$ cat src/rtl/hdmi_rx_capture.sv
`default_nettype none
// ============================================================================
// Module   : hdmi_rx_capture
// Purpose  : Captures 16-bit YCbCr 4:2:2 parallel video from an HDMI receiver
//            and emits it as an AXI4-Stream video. tuser marks the first pixel
//            of a frame and tlast marks the last pixel of a line. The block
//            also measures the active geometry and reports when it is stable.
// Ports    : clk, reset (async, active-high), enable (acted on at vsync edge)
//            hdmi_data/hdmi_data_e/hdmi_hsync/hdmi_vsync : receiver pins
//            m_axis_tdata/tvalid/tready/tuser/tlast      : video stream
//            width/height : geometry of the last complete frame
//            locked       : two consecutive equal, nonzero geometry captures
//            overflow     : sticky FIFO-full drop flag
// Revision : 1.0 - initial release
// ============================================================================
module hdmi_rx_capture #(
  parameter int FIFO_DEPTH = 16,
  parameter int HS_POL     = 1,
  parameter int VS_POL     = 1,
  parameter int CNT_W      = 12
) (
  input  logic             clk,
  input  logic             reset,
  input  logic             enable,
  input  logic [15:0]      hdmi_data,
  input  logic             hdmi_data_e,
  input  logic             hdmi_hsync,
  input  logic             hdmi_vsync,
  output logic [15:0]      m_axis_tdata,
  output logic             m_axis_tvalid,
  input  logic             m_axis_tready,
  output logic             m_axis_tuser,
  output logic             m_axis_tlast,
  output logic [CNT_W-1:0] width,
  output logic [CNT_W-1:0] height,
  output logic             locked,
  output logic             overflow
);

  localparam int              AW      = $clog2(FIFO_DEPTH);
  localparam logic [CNT_W-1:0] CNT_MAX = '1;

  typedef enum logic [1:0] {
    S_SEARCH = 2'd0,
    S_ACTIVE = 2'd1,
    S_DROP   = 2'd2
  } state_t;

  // ---------------- input stage ----------------
  logic [15:0] data_in_q;
  logic        de_in_q, vs_in_q, vs_prev_q;
  // Line structure is taken from DE alone; the normalised hsync is kept only
  // so the input stage is complete for debug probing.
  logic        hs_norm_unused_q;
  logic        vs_edge;

  always_ff @(posedge clk or posedge reset) begin
    if (reset) begin
      data_in_q        <= '0;
      de_in_q          <= 1'b0;
      vs_in_q          <= 1'b0;
      vs_prev_q        <= 1'b0;
      hs_norm_unused_q <= 1'b0;
    end else begin
      data_in_q        <= hdmi_data;
      de_in_q          <= hdmi_data_e;
      vs_in_q          <= (VS_POL != 0) ? hdmi_vsync : ~hdmi_vsync;
      vs_prev_q        <= vs_in_q;
      hs_norm_unused_q <= (HS_POL != 0) ? hdmi_hsync : ~hdmi_hsync;
    end
  end

  assign vs_edge = vs_in_q & ~vs_prev_q;

  // ---------------- pixel hold stage ----------------
  // A pixel waits here one cycle so that the DE of its successor (now in the
  // input stage) tells us whether it closes the line.
  logic [15:0] hold_data_q;
  logic        hold_vld_q, hold_user_q, sof_pend_q;
  logic        de_fall;

  always_ff @(posedge clk or posedge reset) begin
    if (reset) begin
      hold_data_q <= '0;
      hold_vld_q  <= 1'b0;
      hold_user_q <= 1'b0;
      sof_pend_q  <= 1'b0;
    end else begin
      hold_data_q <= data_in_q;
      hold_vld_q  <= de_in_q;
      hold_user_q <= de_in_q & sof_pend_q;
      sof_pend_q  <= vs_edge | (sof_pend_q & ~de_in_q);
    end
  end

  // hold_vld_q is the previous cycle's DE, so this is the DE falling edge.
  assign de_fall = hold_vld_q & ~de_in_q;

  // ---------------- FIFO pointers ----------------
  logic [AW:0]  wr_ptr_q, rd_ptr_q;
  logic [17:0]  mem_q [FIFO_DEPTH];
  logic [17:0]  rd_word;
  logic         fifo_full, fifo_empty, push, pop, drop;

  assign fifo_empty = (wr_ptr_q == rd_ptr_q);
  assign fifo_full  = (wr_ptr_q[AW] != rd_ptr_q[AW]) &&
                      (wr_ptr_q[AW-1:0] == rd_ptr_q[AW-1:0]);
  assign pop        = ~fifo_empty & m_axis_tready;

  // ---------------- capture FSM ----------------
  state_t state_q, state_d;

  always_ff @(posedge clk or posedge reset) begin
    if (reset) state_q <= S_SEARCH;
    else       state_q <= state_d;
  end

  always_comb begin
    state_d = state_q;
    push    = 1'b0;
    drop    = 1'b0;
    case (state_q)
      S_SEARCH: begin
        if (vs_edge && enable) state_d = S_ACTIVE;
      end
      S_ACTIVE: begin
        if (hold_vld_q) begin
          if (fifo_full) begin
            drop    = 1'b1;
            state_d = S_DROP;
          end else begin
            push = 1'b1;
          end
        end
        // A new frame boundary overrides a drop in the same cycle.
        if (vs_edge) state_d = enable ? S_ACTIVE : S_SEARCH;
      end
      S_DROP: begin
        if (vs_edge) state_d = enable ? S_ACTIVE : S_SEARCH;
      end
      default: state_d = S_SEARCH;
    endcase
  end

  // ---------------- FIFO storage ----------------
  always_ff @(posedge clk or posedge reset) begin
    if (reset) begin
      wr_ptr_q   <= '0;
      rd_ptr_q   <= '0;
      overflow   <= 1'b0;
    end else begin
      if (push) wr_ptr_q <= wr_ptr_q + 1'b1;
      if (pop)  rd_ptr_q <= rd_ptr_q + 1'b1;
      if (drop) overflow <= 1'b1;
    end
  end

  // Storage needs no reset: entries are only visible once written.
  always_ff @(posedge clk) begin
    if (push) mem_q[wr_ptr_q[AW-1:0]] <= {hold_user_q, ~de_in_q, hold_data_q};
  end

  assign rd_word       = mem_q[rd_ptr_q[AW-1:0]];
  assign m_axis_tvalid = ~fifo_empty;
  assign m_axis_tdata  = fifo_empty ? 16'h0 : rd_word[15:0];
  assign m_axis_tlast  = fifo_empty ? 1'b0  : rd_word[16];
  assign m_axis_tuser  = fifo_empty ? 1'b0  : rd_word[17];

  // ---------------- geometry measurement ----------------
  logic [CNT_W-1:0] pix_cnt_q, line_len_q, line_cnt_q;

  always_ff @(posedge clk or posedge reset) begin
    if (reset) begin
      pix_cnt_q  <= '0;
      line_len_q <= '0;
      line_cnt_q <= '0;
      width      <= '0;
      height     <= '0;
      locked     <= 1'b0;
    end else begin
      if (de_in_q) begin
        if (pix_cnt_q != CNT_MAX) pix_cnt_q <= pix_cnt_q + 1'b1;
      end else if (de_fall) begin
        line_len_q <= pix_cnt_q;
        pix_cnt_q  <= '0;
      end

      if (vs_edge) begin
        line_cnt_q <= '0;
        width      <= line_len_q;
        height     <= line_cnt_q;
        // Compare the new capture with the previous one still held in width/height.
        locked     <= (line_len_q == width) && (line_cnt_q == height) &&
                      (line_len_q != '0) && (line_cnt_q != '0);
      end else if (de_fall && (line_cnt_q != CNT_MAX)) begin
        line_cnt_q <= line_cnt_q + 1'b1;
      end
    end
  end

endmodule
`default_nettype wire

$ cat config.mk
export PLATFORM = sky130hd
export DESIGN_NAME = hdmi_rx_capture
export DESIGN_NICKNAME = d
export VERILOG_FILES = /design/src/rtl/hdmi_rx_capture.sv
export SDC_FILE = /design/constraint.sdc
export NUM_CORES = 1
export LEC_CHECK = 0
export ABC_AREA = 1
export CAP_MARGIN = 20
export CORE_AREA = 2 2 163 165
export DETAILED_ROUTE_END_ITERATION = 8
export DIE_AREA = 0 0 165 167
export GPL_ROUTABILITY_DRIVEN = 0
export PLACE_DENSITY = 0.85
export SYNTH_ARGS = -nofsm -noshare
export SYNTH_HDL_FRONTEND = slang
export SYNTH_SLANG_ARGS = --single-unit
export TNS_END_PERCENT = 5
$ cat constraint.sdc
create_clock -name clk -period 6.9 [get_ports clk]
set_input_delay 1.38 -clock clk [delete_from_list [all_inputs] [get_ports clk]]
set_output_delay 1.38 -clock clk [all_outputs]
set_load 0.03 [all_outputs]
After elaboration in Yosys (flattened, before gate mapping)
Memory sizes are Yosys's and may differ from the RTL's. Cells that the tools add are included.

Memories kept: 1. Word-level logic and storage cells: 83. Bits in registers: 112. RAM bits: 288. Output and inout port bits: 45.

Eq/ne operators: 14. $add $sub $neg: 4. Multiplexer cells: 23. Reduce and logical (&&, ||, !) cells: 14. Bitwise logic cells: 9.

Memories: mem_q (depth 16, bits a word 18, read ports 1, clocked after memory_dff 0, wr ports 1, line 101) `logic [17:0] mem_q [FIFO_DEPTH];`.

Operators by type and width (count): $mux 12 (5); $add 12x1->12 const B (2); $eq 12x12->1 (2); $ne 12x12->1 const B (2); $reduce_bool 12->1 (2); $mux 16 (1); $mux 1 (11); $add 5x1->5 const B (2); $mux 2 (5); $logic_and 1x1->1 (6); $ne 3x3->1 const B (2); $pmux 2 s3 (1); $and 1x1->1 (5); $eq 5x5->1 (1); $eq 4x4->1 (1); $ne 2x2->1 const B (2); $reduce_and 2->1 (2); $reduce_and 4->1 (1); $reduce_bool 2->1 (2); $not 1->1 (3); $eq 2x1->1 const B (1); $eq 2x2->1 const B (1); $logic_not 2->1 (1); $ne 2x1->1 const B (1); 2 further kinds (2).

Logic depth before layout (Yosys ltp)
Depth in word-level cells: 7. Depth in mapped cells: 10. Mapped depth without buffers: 10.

Worst setup path before layout
Ideal clock, no wire load.

Path kind: register to output. From: reg rd_ptr_q[0]. To: out m_axis_tdata[4]. Cell stages (with the launch flop): 8. Path slack: 3.780 ns. Arrival: 1.740 ns. Required time: 5.520 ns. Cells stage by stage: dfrtp_1 > inv_2 > buf_6 > clkbuf_1 > nor2_1 > o211ai_1 > nand3_1 > a21oi_1.

Longest elaborated chain between the ends: 2. Elaborated cells on any way between the ends: 3. Classes of those cells: eq/ne: 1; mux: 1; memory: 1.

Ends and longest elaborated chain: from (decl) (line 100) `logic [AW:0] wr_ptr_q, rd_ptr_q;`; from (signal assigned) (line 153) `if (pop) rd_ptr_q <= rd_ptr_q + 1'b1;`; $mem_v2 16x18 or $eq 5x5->1 (tied branches); $mux 16 (*) (line 165) `assign m_axis_tdata = fifo_empty ? 16'h0 : rd_word[15:0];`; to (decl) (line 29) `output logic [15:0] m_axis_tdata,`.

Every way passes the cells marked *; elsewhere a longest branch is shown, timed or not.

Worst setup path in the final report
From: reg rd_ptr_q[0]. To: out m_axis_tdata[8].

Same word-level chain as after synthesis.

==> impl_metrics.tcl <==
set metrics [dict create \
    io_buffers 66 \
    die_h_um 167 \
    n_antenna_cell 0 \
    fp.dieW_um 165 \
    cts_resized 0 \
    ctsHtreeMaxLevel 2 \
    startpoint_type "flop" \
    fin_crit_sh_pct 81.9 \
    finalNonFillerCells 2004 \
    area_growth_pct 14.2 \
    final_area_sq_um 19000 \
    rrSetupSlack_ps 3500 \
    r2r_end "mem_q[8][13]" \
    syn_inst 1573 \
    row_count 59 \
    cts_max_path_buffers 3 \
    path_class "reg2out" \
    critical_path_required_ps 5520 \
    core_area_sq_um 25800 \
    via_per_inst 5.99 \
    num_vias 12000 \
    antenna_found_initial 0 \
    cts.sinks 400 \
    slew_headroom_pct 32.1 \
    worstSkewPairLatency_ps 550 \
    grt_max_degree 96 \
    hp-class "reg2reg" \
    postRouteAntennaNets 0 \
    rr_startpoint "rd_ptr_q[1]" \
    cap_violations 0 \
    ios 68 \
    final_nets 1668 \
    reg2reg_depth 9 \
    initial_core_util_pct 64.6 \
    timing.setup.tns_ps 0 \
    rsz0062_at_grt "no" \
    synth_cell_type_count 29 \
    setup_viol 0 \
    status "finished, final reports clean" \
    grtUsageTotal_pct 29.8 \
    cp_data_arrival_time_ps 4270 \
    hold_depth 0 \
    syn_area_sq_um 16600 \
    clk_pin_slew_ps 60 \
    firstDrtPassIters 6 \
    timing.hold.ws_ps 346 \
    finClkSkew_ps 20.5 \
    dp_hpwl_um 21400 \
    netlist.area_leader.share_pct 52.0 \
    p_leak_nw 7.32 \
    synthTopCellsByArea "edfxtp_1 52%, dfrtp_1 17%, nor2_1 7.4%" \
    drt_iter0_drc 1498 \
    hold_buffers 0 \
    ir_drop_mv 0.317 \
    period_needed_ps 5650 \
    critical_path.max_fanout 74 \
    finalHoldViolations 0 \
    syn-num-nets 1604 \
    cts_tree "done" \
    grt_pass1_vias 12000 \
    ys_seq_elements 400 \
    cts_buffers 40 \
    cellPowerDensity_nw_per_um2 393 \
    place_inst 1929 \
    dieArea_sq_um 27600 \
    max_freq_ghz 0.177 \
    whs_endpoint "hold_data_q[6]" \
    ys_seq_area_share_pct 68.8 \
    overflow 0 \
    postPlaceCellArea_sq_um 17600 \
    clockRootBuffer "clkbuf_16" \
    min_from "data_in_q[6]" \
    grt_pass1_wl_um 62600 \
    yosys.area.top_type "edfxtp_1" \
    avgSynthCellArea_sq_um 10.6 \
    final_max_slew_viol_count 0 \
    wl_per_cell_um 19.8 \
    fillers 1591 \
    post_cts_buffers 0 \
    routed_wl_um 39700 \
    drive_gt1_share_pct 7.55 \
    worst_slew_pin_slew_ps 1020 \
    drc_errors 0 \
    yosys_warnings 0 \
    worst_setup_path_end_kind "primary output" \
]
==> critical path, cell delays in order, from the launching register on <==
cell	delay, ps
dfrtp_4	840
clkinv_2	900
buf_12	500
o21ai_0	310
o211ai_1	170
nand3_1	160
a21oi_1	90
clkdlybuf4s50_1	640
==> cells in the final DEF (no fill, tap or decap), types with 2 or more instances in the layout <==
master / synthesis / final
o22ai_1: 2 / 2
dfrtp_1: 112 / 110
xnor2_1: 7 / 7
o21ai_0: 189 / 189
xor2_1: 13 / 13
clkbuf_1: 36 / 9
inv_1: 88 / 87
clkinv_2: 0 / 7
nor2_1: 326 / 310
nand2_1: 292 / 291
a21oi_1: 21 / 21
nor3_1: 9 / 9
ha_1: 8 / 8
inv_2: 14 / 13
buf_4: 3 / 24
clkbuf_8: 0 / 3
clkbuf_16: 0 / 40
o211ai_1: 20 / 20
edfxtp_1: 288 / 288
nor2_4: 2 / 2
nand4_1: 16 / 16
clkinv_1: 2 / 7
clkdlybuf4s50_1: 0 / 66
bufinv_16: 0 / 5
nand3_1: 85 / 85
o21ai_1: 3 / 3
clkinvlp_4: 0 / 3
nor2_2: 2 / 18
buf_12: 0 / 2
==> state kept, by name, indices dropped and copies added, names as in the netlist, 2 cells and up <==
signal and cells:
line_cnt_q 12, mem_q 288, height 12, width 12
state_q 2, data_in_q 16, hold_data_q 16, wr_ptr_q 5
pix_cnt_q 12, rd_ptr_q 5, line_len_q 12
==> where the power goes <==
group          total, mW  internal [mW]  switching, mW
clock               2.20           1.30          0.903
combinational       2.39          0.769           1.62
sequential          2.87           2.71          0.157
total               7.46           4.78           2.68
==> synthesized netlist by cell type, drive strengths merged <==
master  number
nor2       330
nand2      292
edfxtp     288
o21ai      192
dfrtp      112
inv        102
nand3       85
clkbuf      36
buf         34
a21oi       22
o211ai      20
nand4       16
xor2        13
nor3         9
ha           8
xnor2        7
clkinv       2
o22ai        2
nand3b       1
o21bai       1
or2          1
==> per-layer routing <==
metal / track usage, % / up-vias / part of all wire, %
met3: 6.10 / 129 / 11
met5: 0 / - / 0
met1: 40.1 / 5692 / 37
met2: 47.6 / 761 / 48
met4: 12.4 / 0 / 3.8
li1: - / 5412 / -
==> worst max path at each step <==
stage / startpoint / end / slack [ps] / cells after the start
after CTS: rd_ptr_q[0] / m_axis_tdata[2] / 1380 / 9
after global placement: rd_ptr_q[0] / m_axis_tdata[2] / 2100 / 9
after floorplan: reset / data_in_q[0] / 2560 / 1
final: rd_ptr_q[0] / m_axis_tdata[8] / 1250 / 7
after global routing: rd_ptr_q[0] / m_axis_tdata[2] / 1110 / 9
after detailed placement: rd_ptr_q[0] / m_axis_tdata[5] / 1980 / 9
==> per-stage QoR <==
step / utilization (%) / setup WS (ps) / power [mW]
global placement: 68.4 / 2100 / 5.11
finish: 73.7 / 1250 / 7.46
floorplan: - / 2560 / 4.43
detailed placement: 68.4 / 1980 / 5.19
CTS: 73.6 / 1380 / 7.41
global route: 73.7 / 1110 / 7.77
==> final cells by class <==
type | instances | area, sq um | share of cell area, %
multi-input cells | 999 | 4500 | 23.7
clock buffers | 52 | 1080 | 5.66
well taps | 335 | 419 | 2.21
clock inverters | 22 | 267 | 1.40
flip-flops and latches | 400 | 11500 | 60.3
repair buffers | 92 | 881 | 4.64
inverters | 104 | 394 | 2.07
==> cells by family (layout without fill, tap and decap cells) <==
group,count (synthesis),after routing,share of synthesized area (%)
fa+ha+maj,8,8,0.602
compound gates,237,237,7.48
flops,400,400,68.8
xor+xnor,20,20,1.05
buf+inv,174,270,4.37
simple gates,734,734,17.7
Power figures use the tool's default switching activity.
==> RTL change, RTL diff (same settings) <==
Make the reset (`reset`) synchronous in 5 clocked blocks. Comments in the files are not updated.
--- a/src/rtl/hdmi_rx_capture.sv
+++ b/src/rtl/hdmi_rx_capture.sv
@@ -56,3 +56,3 @@
 
-  always_ff @(posedge clk or posedge reset) begin
+  always_ff @(posedge clk) begin
     if (reset) begin
@@ -81,3 +81,3 @@
 
-  always_ff @(posedge clk or posedge reset) begin
+  always_ff @(posedge clk) begin
     if (reset) begin
@@ -112,3 +112,3 @@
 
-  always_ff @(posedge clk or posedge reset) begin
+  always_ff @(posedge clk) begin
     if (reset) state_q <= S_SEARCH;
@@ -145,3 +145,3 @@
   // ---------------- FIFO storage ----------------
-  always_ff @(posedge clk or posedge reset) begin
+  always_ff @(posedge clk) begin
     if (reset) begin
@@ -171,3 +171,3 @@
 
-  always_ff @(posedge clk or posedge reset) begin
+  always_ff @(posedge clk) begin
     if (reset) begin
Function: differs if reset is asserted again (counterexample within 4 cycles, from zero or initial values and one cycle with reset high); with reset held inactive, the same outputs for 4 cycles.
==> RTL change against the original RTL <==
Setup slack gained 0.76 ns; area after synthesis up 1.8%; cell area is essentially flat; sequential cell count is 4 higher; die area unchanged; routed wire length is 2.8% lower; critical path type unchanged; highest routed layer unchanged.
Power is not compared: it rests on default switching activity, and its combinational part moved more than twofold at a synthesized area within 25%.
==> RTL change: results (changes against the original RTL) <==
post-synthesis cell type count: 36 (+24%)
post-synthesis compound-gate area fraction: 0.126 (+0.0511)
Clock Skews: 0.0106 ns (-0.00992 ns)
pin count of the biggest net entering global routing: 126 (+31%)
Worst Path Max Fanout: 78 (+5.4%)
NumNets Final: 1714 (+2.8%)
top post-synthesis cells by area: edfxtp_1 51%, dfxtp_1 14%, inv_1 5.5%
final WL: 38.6 mm (-2.8%)
DR iter-0 viols: 1202 (-20%)
CTS Buf Count: 39 (-2.5%)
fraction of layout cells with a size suffix above 1: 0.0876 (+0.0121)
Slew Limit Headroom: 0.400 (+0.0797)
Reg clk slew, reported paths: 0.06 ns (about the same)
root buf cell: clkbuf_16
worst r2r path cells: 9 (unchanged)
vias: 11900 (-0.60%)
r2r setup slk: 4.75 ns (+1.25 ns)
async set or reset register ratio after synthesis: 0 (-0.280)
placed cell area: 0.0178 mm2 (+0.84%)
Seq/Total Area, Yosys: 0.648 (-0.0406)
critical path data arrival time: 3.51 ns (-0.76 ns)
Leak: 7.03 nW
GRT Util Overall: 0.282 (-0.0151)
DRT Pass-1 Iters: 5 (-1)
outcome: complete, no violations
Largest stage delay, worst path: 0.86 ns (-0.04 ns)
syn nets: 1662 (+3.6%)
Post-CTS Setup Inserts: 0 (unchanged)
Adder-Cell Fraction of Synth Area: 0.00591 (-0.000107)
WHS Path Cells: 2 (+2)
Post-Synth XOR/XNOR Area: 0.0109 (+0.000330)
dpl hpwl: 21.0 mm (-1.9%)
Post-synth top cells: 288 x edfxtp_1, 246 x inv_1, 235 x nand2_1, 144 x a21oi_1, 121 x nor2_1
first-pass GRT wire length: 59.7 mm (-4.7%)
vias in the first global route: 11500 (-4.2%)
Port Buffers: 66 (unchanged)
Skew-Pair Late Insertion Delay: 0.53 ns (-0.02 ns)
Max stage delay cell, worst path: dfxtp_4
## RTL change: changes by cell type after synthesis, sizes merged, moves of 5 or more
cell	change
dfrtp	-112
o21ai	-44
clkbuf	-8
nand4	-5
a21oi	+131
nand2	-47
buf	+20
dfxtp	+116
o22ai	+11
inv	+150
o211ai	+35
nand3	+10
nor2	-206
## RTL change: path summary, 6_finish.rpt
kind	from	endpoint
max	flop	m_axis_tlast
min	data_in_q[2]	hold_data_q[2]
max reg2reg	wr_ptr_q[2]	mem_q[8][10]
min reg2reg	data_in_q[2]	hold_data_q[2]
## RTL change: worst min-delay path, cell delays in order, from the launching register on
cell	delay (ns)
dfxtp_1	0.29
inv_1	0.04
nor2_1	0.03
## RTL change: report_power, final
group / internal [mW] / total, mW / switching, mW
Sequential: 2.61 / 2.66 / 0.0529
Clock: 1.18 / 2.05 / 0.872
Combinational: 0.161 / 0.468 / 0.307
## RTL change: routing by layer
layer  routed length, um  GRT usage  vias up
met2               19300      0.484      600
met3                3370     0.0416       94
met5                   0          0        -
met4                1210      0.101        0
li1                    -          -     5582
met1               14800      0.367     5646
## RTL change: layout make-up
class	count	area (um2)
clock buffer	56	1090
sequential	404	11000
inverter	254	956
multi-input combinational	891	4560
fill	1645	6770
clock inverter	14	125
tap	335	419
timing repair buffer	93	871
## RTL change: kinds of logic (layout without fill, tap and decap cells)
logic type      Yosys count  after routing
xor+xnor                 21             21
buf+inv                 336            417
compound gates          370            370
fa+ha+maj                 8              8
flops                   404            404
simple gates            492            492
## RTL change: through the flow
step	setup slack, ns	hold slack [ns]	std cells	utilization
after floorplan	3.98	0.388	1631	-
final	2.01	0.403	2047	0.737
after CTS	2.07	0.409	2047	0.737
after global routing	1.83	0.429	2047	0.737
after detailed placement	2.65	0.398	1977	0.690
after global placement	2.66	0.391	1977	0.690
